$ cat config.mk
export PLATFORM = sky130hd
export DESIGN_NAME = debounce_scheduler
export DESIGN_NICKNAME = d
export VERILOG_FILES = /design/src/rtl/debounce_scheduler_pkg.sv /design/src/rtl/debounce_scheduler_rr_pick.sv /design/src/rtl/debounce_scheduler.sv
export SDC_FILE = /design/constraint.sdc
export NUM_CORES = 1
export LEC_CHECK = 0
export ABC_AREA = 0
export CORE_MARGIN = 2
export CORE_UTILIZATION = 47
export CTS_CLUSTER_DIAMETER = 80
export CTS_CLUSTER_SIZE = 25
export DETAILED_ROUTE_END_ITERATION = 8
export PLACE_DENSITY = 0.74
export SETUP_SLACK_MARGIN = 0.2
export SYNTH_ARGS = -nofsm -noshare
export SYNTH_HDL_FRONTEND = slang
export SYNTH_SLANG_ARGS = --single-unit
export TNS_END_PERCENT = 5
$ cat constraint.sdc
create_clock -name clk -period 1.9 [get_ports clk]
set_input_delay 0.38 -clock clk [delete_from_list [all_inputs] [get_ports clk]]
set_output_delay 0.38 -clock clk [all_outputs]
set_load 0.03 [all_outputs]
$ cat src/rtl/debounce_scheduler_pkg.sv
// Shared types and constants for the time-shared button debouncer.
package debounce_pkg;

  // Scheduler states: idle scan for a changed button, or qualifying one.
  typedef enum logic {
    SCAN = 1'b0,
    QUAL = 1'b1
  } state_t;

  // Depth of the metastability synchronizer on each raw button input.
  localparam int SYNC_STAGES = 2;

  // Width of an index into n items, never narrower than one bit.
  function automatic int idx_w(input int n);
    return (n <= 2) ? 1 : $clog2(n);
  endfunction

endpackage

$ cat src/rtl/debounce_scheduler_rr_pick.sv
// Round-robin first-set-bit finder: scans req starting at ptr, wrapping.
module rr_pick #(
  parameter int N  = 4,
  parameter int IW = 2
) (
  input  logic [N-1:0]  req,
  input  logic [IW-1:0] ptr,
  output logic          valid,
  output logic [IW-1:0] idx
);

  // Candidate position for each offset from ptr, reduced modulo N.
  logic [IW-1:0] pos [N];

  for (genvar gi = 0; gi < N; gi++) begin : g_pos
    logic [IW:0] sum;
    logic [IW:0] wrapped;
    assign sum     = {1'b0, ptr} + (IW+1)'(gi);
    assign wrapped = (sum >= (IW+1)'(N)) ? (sum - (IW+1)'(N)) : sum;
    assign pos[gi] = wrapped[IW-1:0];
  end

  // Walk offsets from farthest to nearest so the nearest set bit wins.
  always_comb begin
    valid = 1'b0;
    idx   = '0;
    for (int i = N - 1; i >= 0; i--) begin
      if (req[pos[i]]) begin
        valid = 1'b1;
        idx   = pos[i];
      end
    end
  end

endmodule

$ cat src/rtl/debounce_scheduler.sv
// Shares one debounce counter across N_BTN synchronized push buttons,
// qualifying one changed button at a time in round-robin order.
module debounce_scheduler
  import debounce_pkg::*;
#(
  parameter int N_BTN   = 4,
  parameter int CNT_MAX = 10,
  parameter int CNT_W   = 4,
  localparam int IW     = idx_w(N_BTN)
) (
  input  logic             clk,
  input  logic             reset,
  input  logic [N_BTN-1:0] btn_raw,
  output logic [N_BTN-1:0] btn_level,
  output logic [N_BTN-1:0] btn_press,
  output logic [N_BTN-1:0] btn_release,
  output logic             busy,
  output logic [IW-1:0]    active_idx
);

  localparam logic [CNT_W-1:0] CNT_LAST = CNT_W'(CNT_MAX - 1);
  localparam logic [IW-1:0]    IDX_LAST = IW'(N_BTN - 1);

  logic [N_BTN-1:0] sync_reg [SYNC_STAGES];
  logic [N_BTN-1:0] sync_raw;

  state_t           state_reg,   state_next;
  logic [IW-1:0]    idx_reg,     idx_next;
  logic             target_reg,  target_next;
  logic [CNT_W-1:0] cnt_reg,     cnt_next;
  logic [IW-1:0]    ptr_reg,     ptr_next;
  logic [N_BTN-1:0] level_reg,   level_next;
  logic [N_BTN-1:0] press_reg,   press_next;
  logic [N_BTN-1:0] release_reg, release_next;

  logic             pick_valid;
  logic [IW-1:0]    pick_idx;
  logic [IW-1:0]    ptr_after;
  logic [N_BTN-1:0] diff;

  for (genvar gi = 0; gi < SYNC_STAGES; gi++) begin : g_sync
    // Synchronizer stage gi: first stage samples the raw pins.
    always_ff @(posedge clk or negedge reset) begin
      if (!reset) begin
        sync_reg[gi] <= '0;
      end else if (gi == 0) begin
        sync_reg[gi] <= btn_raw;
      end else begin
        sync_reg[gi] <= sync_reg[(gi == 0) ? 0 : gi - 1];
      end
    end
  end

  assign sync_raw = sync_reg[SYNC_STAGES-1];
  assign diff     = sync_raw ^ level_reg;

  // Round-robin restarts just after whichever button was last served.
  assign ptr_after = (idx_reg == IDX_LAST) ? '0 : idx_reg + 1'b1;

  rr_pick #(
    .N  (N_BTN),
    .IW (IW)
  ) u_pick (
    .req   (diff),
    .ptr   (ptr_reg),
    .valid (pick_valid),
    .idx   (pick_idx)
  );

  // Scheduler state, counter and output registers.
  always_ff @(posedge clk or negedge reset) begin
    if (!reset) begin
      state_reg   <= SCAN;
      idx_reg     <= '0;
      target_reg  <= 1'b0;
      cnt_reg     <= '0;
      ptr_reg     <= '0;
      level_reg   <= '0;
      press_reg   <= '0;
      release_reg <= '0;
    end else begin
      state_reg   <= state_next;
      idx_reg     <= idx_next;
      target_reg  <= target_next;
      cnt_reg     <= cnt_next;
      ptr_reg     <= ptr_next;
      level_reg   <= level_next;
      press_reg   <= press_next;
      release_reg <= release_next;
    end
  end

  // Next-state: pick a changed button, then count stable cycles or abort.
  always_comb begin
    state_next   = state_reg;
    idx_next     = idx_reg;
    target_next  = target_reg;
    cnt_next     = cnt_reg;
    ptr_next     = ptr_reg;
    level_next   = level_reg;
    press_next   = '0;
    release_next = '0;
    unique case (state_reg)
      SCAN: begin
        if (pick_valid) begin
          idx_next    = pick_idx;
          target_next = sync_raw[pick_idx];
          cnt_next    = '0;
          state_next  = QUAL;
        end
      end
      QUAL: begin
        if (sync_raw[idx_reg] != target_reg) begin
          // Input bounced: drop this attempt and let others have a turn.
          cnt_next   = '0;
          ptr_next   = ptr_after;
          state_next = SCAN;
        end else if (cnt_reg == CNT_LAST) begin
          level_next[idx_reg] = target_reg;
          if (target_reg) begin
            press_next[idx_reg] = 1'b1;
          end else begin
            release_next[idx_reg] = 1'b1;
          end
          ptr_next   = ptr_after;
          state_next = SCAN;
        end else begin
          cnt_next = cnt_reg + 1'b1;
        end
      end
      default: state_next = SCAN;
    endcase
  end

  assign btn_level   = level_reg;
  assign btn_press   = press_reg;
  assign btn_release = release_reg;
  assign busy        = (state_reg == QUAL);
  assign active_idx  = idx_reg;

endmodule

==> run metrics <==
Synthesized Nets 127; Setup crit start kind register; core area 2760 um2; number of global-route vias before repair 1,005; Worst-Margin Slew 0.476 ns; DRC Markers 0; Final Critical Period 1.90 ns; CTS root buf clkbuf_4; Main synth FF type dfrtp_1; Slew HR 68.0%; Skew-Pair Late Insertion Delay 0.33 ns; Sequential Area 753 um2; Setup Skew 0.0112 ns; gpl congestion 0.829; Fillers 224; total CTS buffers 5; ANT cells 0; CP Max Fanout 5; hold path startpoint sync_reg[5]; multi-input combinational cell area 681 um2; Synth async-reset ratio 100%; CTS clk-pin slew, worst paths 0.08 ns; Critical Path Max Stage Delay 0.59 ns; row count 19; Critical R2R Capture btn_level[0]; Reg2Reg Launch Point sync_raw[2]; end of the worst hold path sync_raw[1]; combinational share of power 44.3%; IO buf count 20; synthesis-to-layout area growth 30.2%; largest net degree at the start of global routing 31; Post-synth EDFFs 0; Sw Pwr 0.000849 W; antenna-violating nets left 0; Leakage 0.897 nW; register area share after synthesis 54.6%; Hold Slack 0.353 ns; TritonRoute pass-1 iters 4; Vias/cell 5.70; CTS max path bufs 2; Yosys cell types 36; status finished, violations left; Starting Density 49.9%; final WL 2.81 mm; switching fraction of total power 39.0%; RSZ-0062 raised after global routing yes; clk sinks 30; Crit Path Class reg -> reg; synth warn 0; DP HPWL 2.03 mm; R2R depth 5; Power Density 1220 nW/um2; share of power burned in the clock network 15.6%; R2R Setup Slk -0.003 ns; Critical Path Slowest Stage Cell mux4_2; number of synthesized register bits 30; Avg Inst Size Synth 12.0 um2; WHS Path Cells 0; Max rail drop VDD 0.992 mV; H-tree depth 2; GRT Residual Overflow 0; final critical-path setup slack -0.00338 ns; Cell Int Power 0.00133 W; worst path cell trace mux4_2 -> xor2_4 -> nor3_4 -> and3_2 -> a21o_2; drt first-iter violations 28; required time of the critical path 2.17 ns; final hold viol count 0; maximum clock rate 525 MHz; die width 58.1 um; Final nets 163; Total Routing Usage GR 18.9%; max-cap viol count 0; via count 1,038; critical path endpoint category register; CTS tree done; Ports 21; Die Ht 58.1 um; Mapped Cells 115; Syn Std Cell Area 1380 um2; WP buf/inv 0; share of layout cells above drive strength 1 26.5%; most frequent cells in the layout dfrtp_1 (28), dlygate4sd2_1 (13), buf_4 (9); most common cell after layout, fill and taps aside dfrtp_1; initial antenna violation count 0; Flop pwr share 40.1%; Slew Viols, Final 0; wire per inst 15.4 um; Post-Layout Cell Count 182; Min-Delay Path Class reg -> reg; placed cell count 171; first-pass GRT wire length 4.60 mm; crit path DAT 2.17 ns; final setup vio count 3; violated checks negative setup slack; fin crit share 100%; CP delay by family, top multiplexers; die area 3370 um2
-- per-layer routing --
metal  GRT usage [%]  routed length, um
met4            9.97                 83
met1            21.7               1170
met5               0                  0
met3            6.70                153
met2            31.0               1400
-- power groups by stage --
stage	combinational, W	sequential, W	clock, W
after floorplan	0.000501	0.000897	0
after global placement	0.000768	0.000860	0
after detailed placement	0.000790	0.000867	0
after CTS	0.000780	0.000855	0.000352
after global routing	0.00105	0.000894	0.000379
final	0.000965	0.000874	0.000340
-- per-stage QoR --
step | utilization (%) | TNS [ns] | cell area [um2] | total power, W | setup slack [ns]
after floorplan | - | -0.0278 | 1380 | 0.00140 | -0.0139
after global placement | 60.3 | 0 | 1660 | 0.00163 | 0.0550
after detailed placement | 60.3 | 0 | 1660 | 0.00166 | 0.0124
after CTS | 61.5 | 0 | 1700 | 0.00199 | 0.00834
after global routing | 64.9 | -0.266 | 1790 | 0.00232 | -0.0640
final | 64.9 | -0.00662 | 1790 | 0.00218 | -0.00338
-- timing repair --
item	4_1_cts	5_1_grt
hold buffers	0	0
gates cloned	0	1
setup buffers	0	3
pin swaps	4	13
setup endpoints to repair	27	22
gates resized for setup	14	18
-- cell families after synthesis --
| logic type | share of synthesized area, % |
|---|---|
| and+or+nand+nor | 16.0 |
| DFF | 54.6 |
| AOI/OAI and AO/OA | 11.1 |
| xor gates and xnor gates | 6.28 |
| buffers and inverters | 1.73 |
| adders and majority gates | 5.46 |
| muxes | 4.82 |
-- worst max path at each step --
| stage | cells past startpoint | startpoint | end | slack [ns] |
|---|---|---|---|---|
| after floorplan | 5 | active_idx[1] | ptr_reg[0] | -0.01 |
| after CTS | 5 | sync_raw[3] | btn_level[3] | 0.008 |
| final | 5 | sync_raw[2] | btn_level[0] | -0.003 |
| after detailed placement | 5 | sync_raw[3] | btn_level[3] | 0.01 |
| after global placement | 5 | sync_raw[3] | ptr_reg[0] | 0.06 |
| after global routing | 5 | sync_raw[2] | btn_level[3] | -0.06 |
-- synthesized netlist by cell type (all sizes together), types with 3 or more instances --
master | instances | area share, %
dfrtp | 30 | 55
nor4 | 3 | 1.4
o21ai | 8 | 2.9
inv | 5 | 1.4
mux2 | 3 | 2.5
xor2 | 3 | 2.5
xnor2 | 6 | 3.8
ha | 6 | 5.5
a21o | 5 | 3.1
and2 | 5 | 2.3
and3 | 4 | 2.2
nor3 | 3 | 1.9
nand2 | 9 | 2.5
-- area by class of cell --
class / instances / area share [%]
tap: 31 / 2.17
timing repair buffer: 29 / 14.2
inverter: 5 / 1.05
sequential: 30 / 42.1
multi-input combinational: 80 / 38.0
clock buffer: 7 / 2.52
Note: power is estimated with default switching activity, not from simulation.
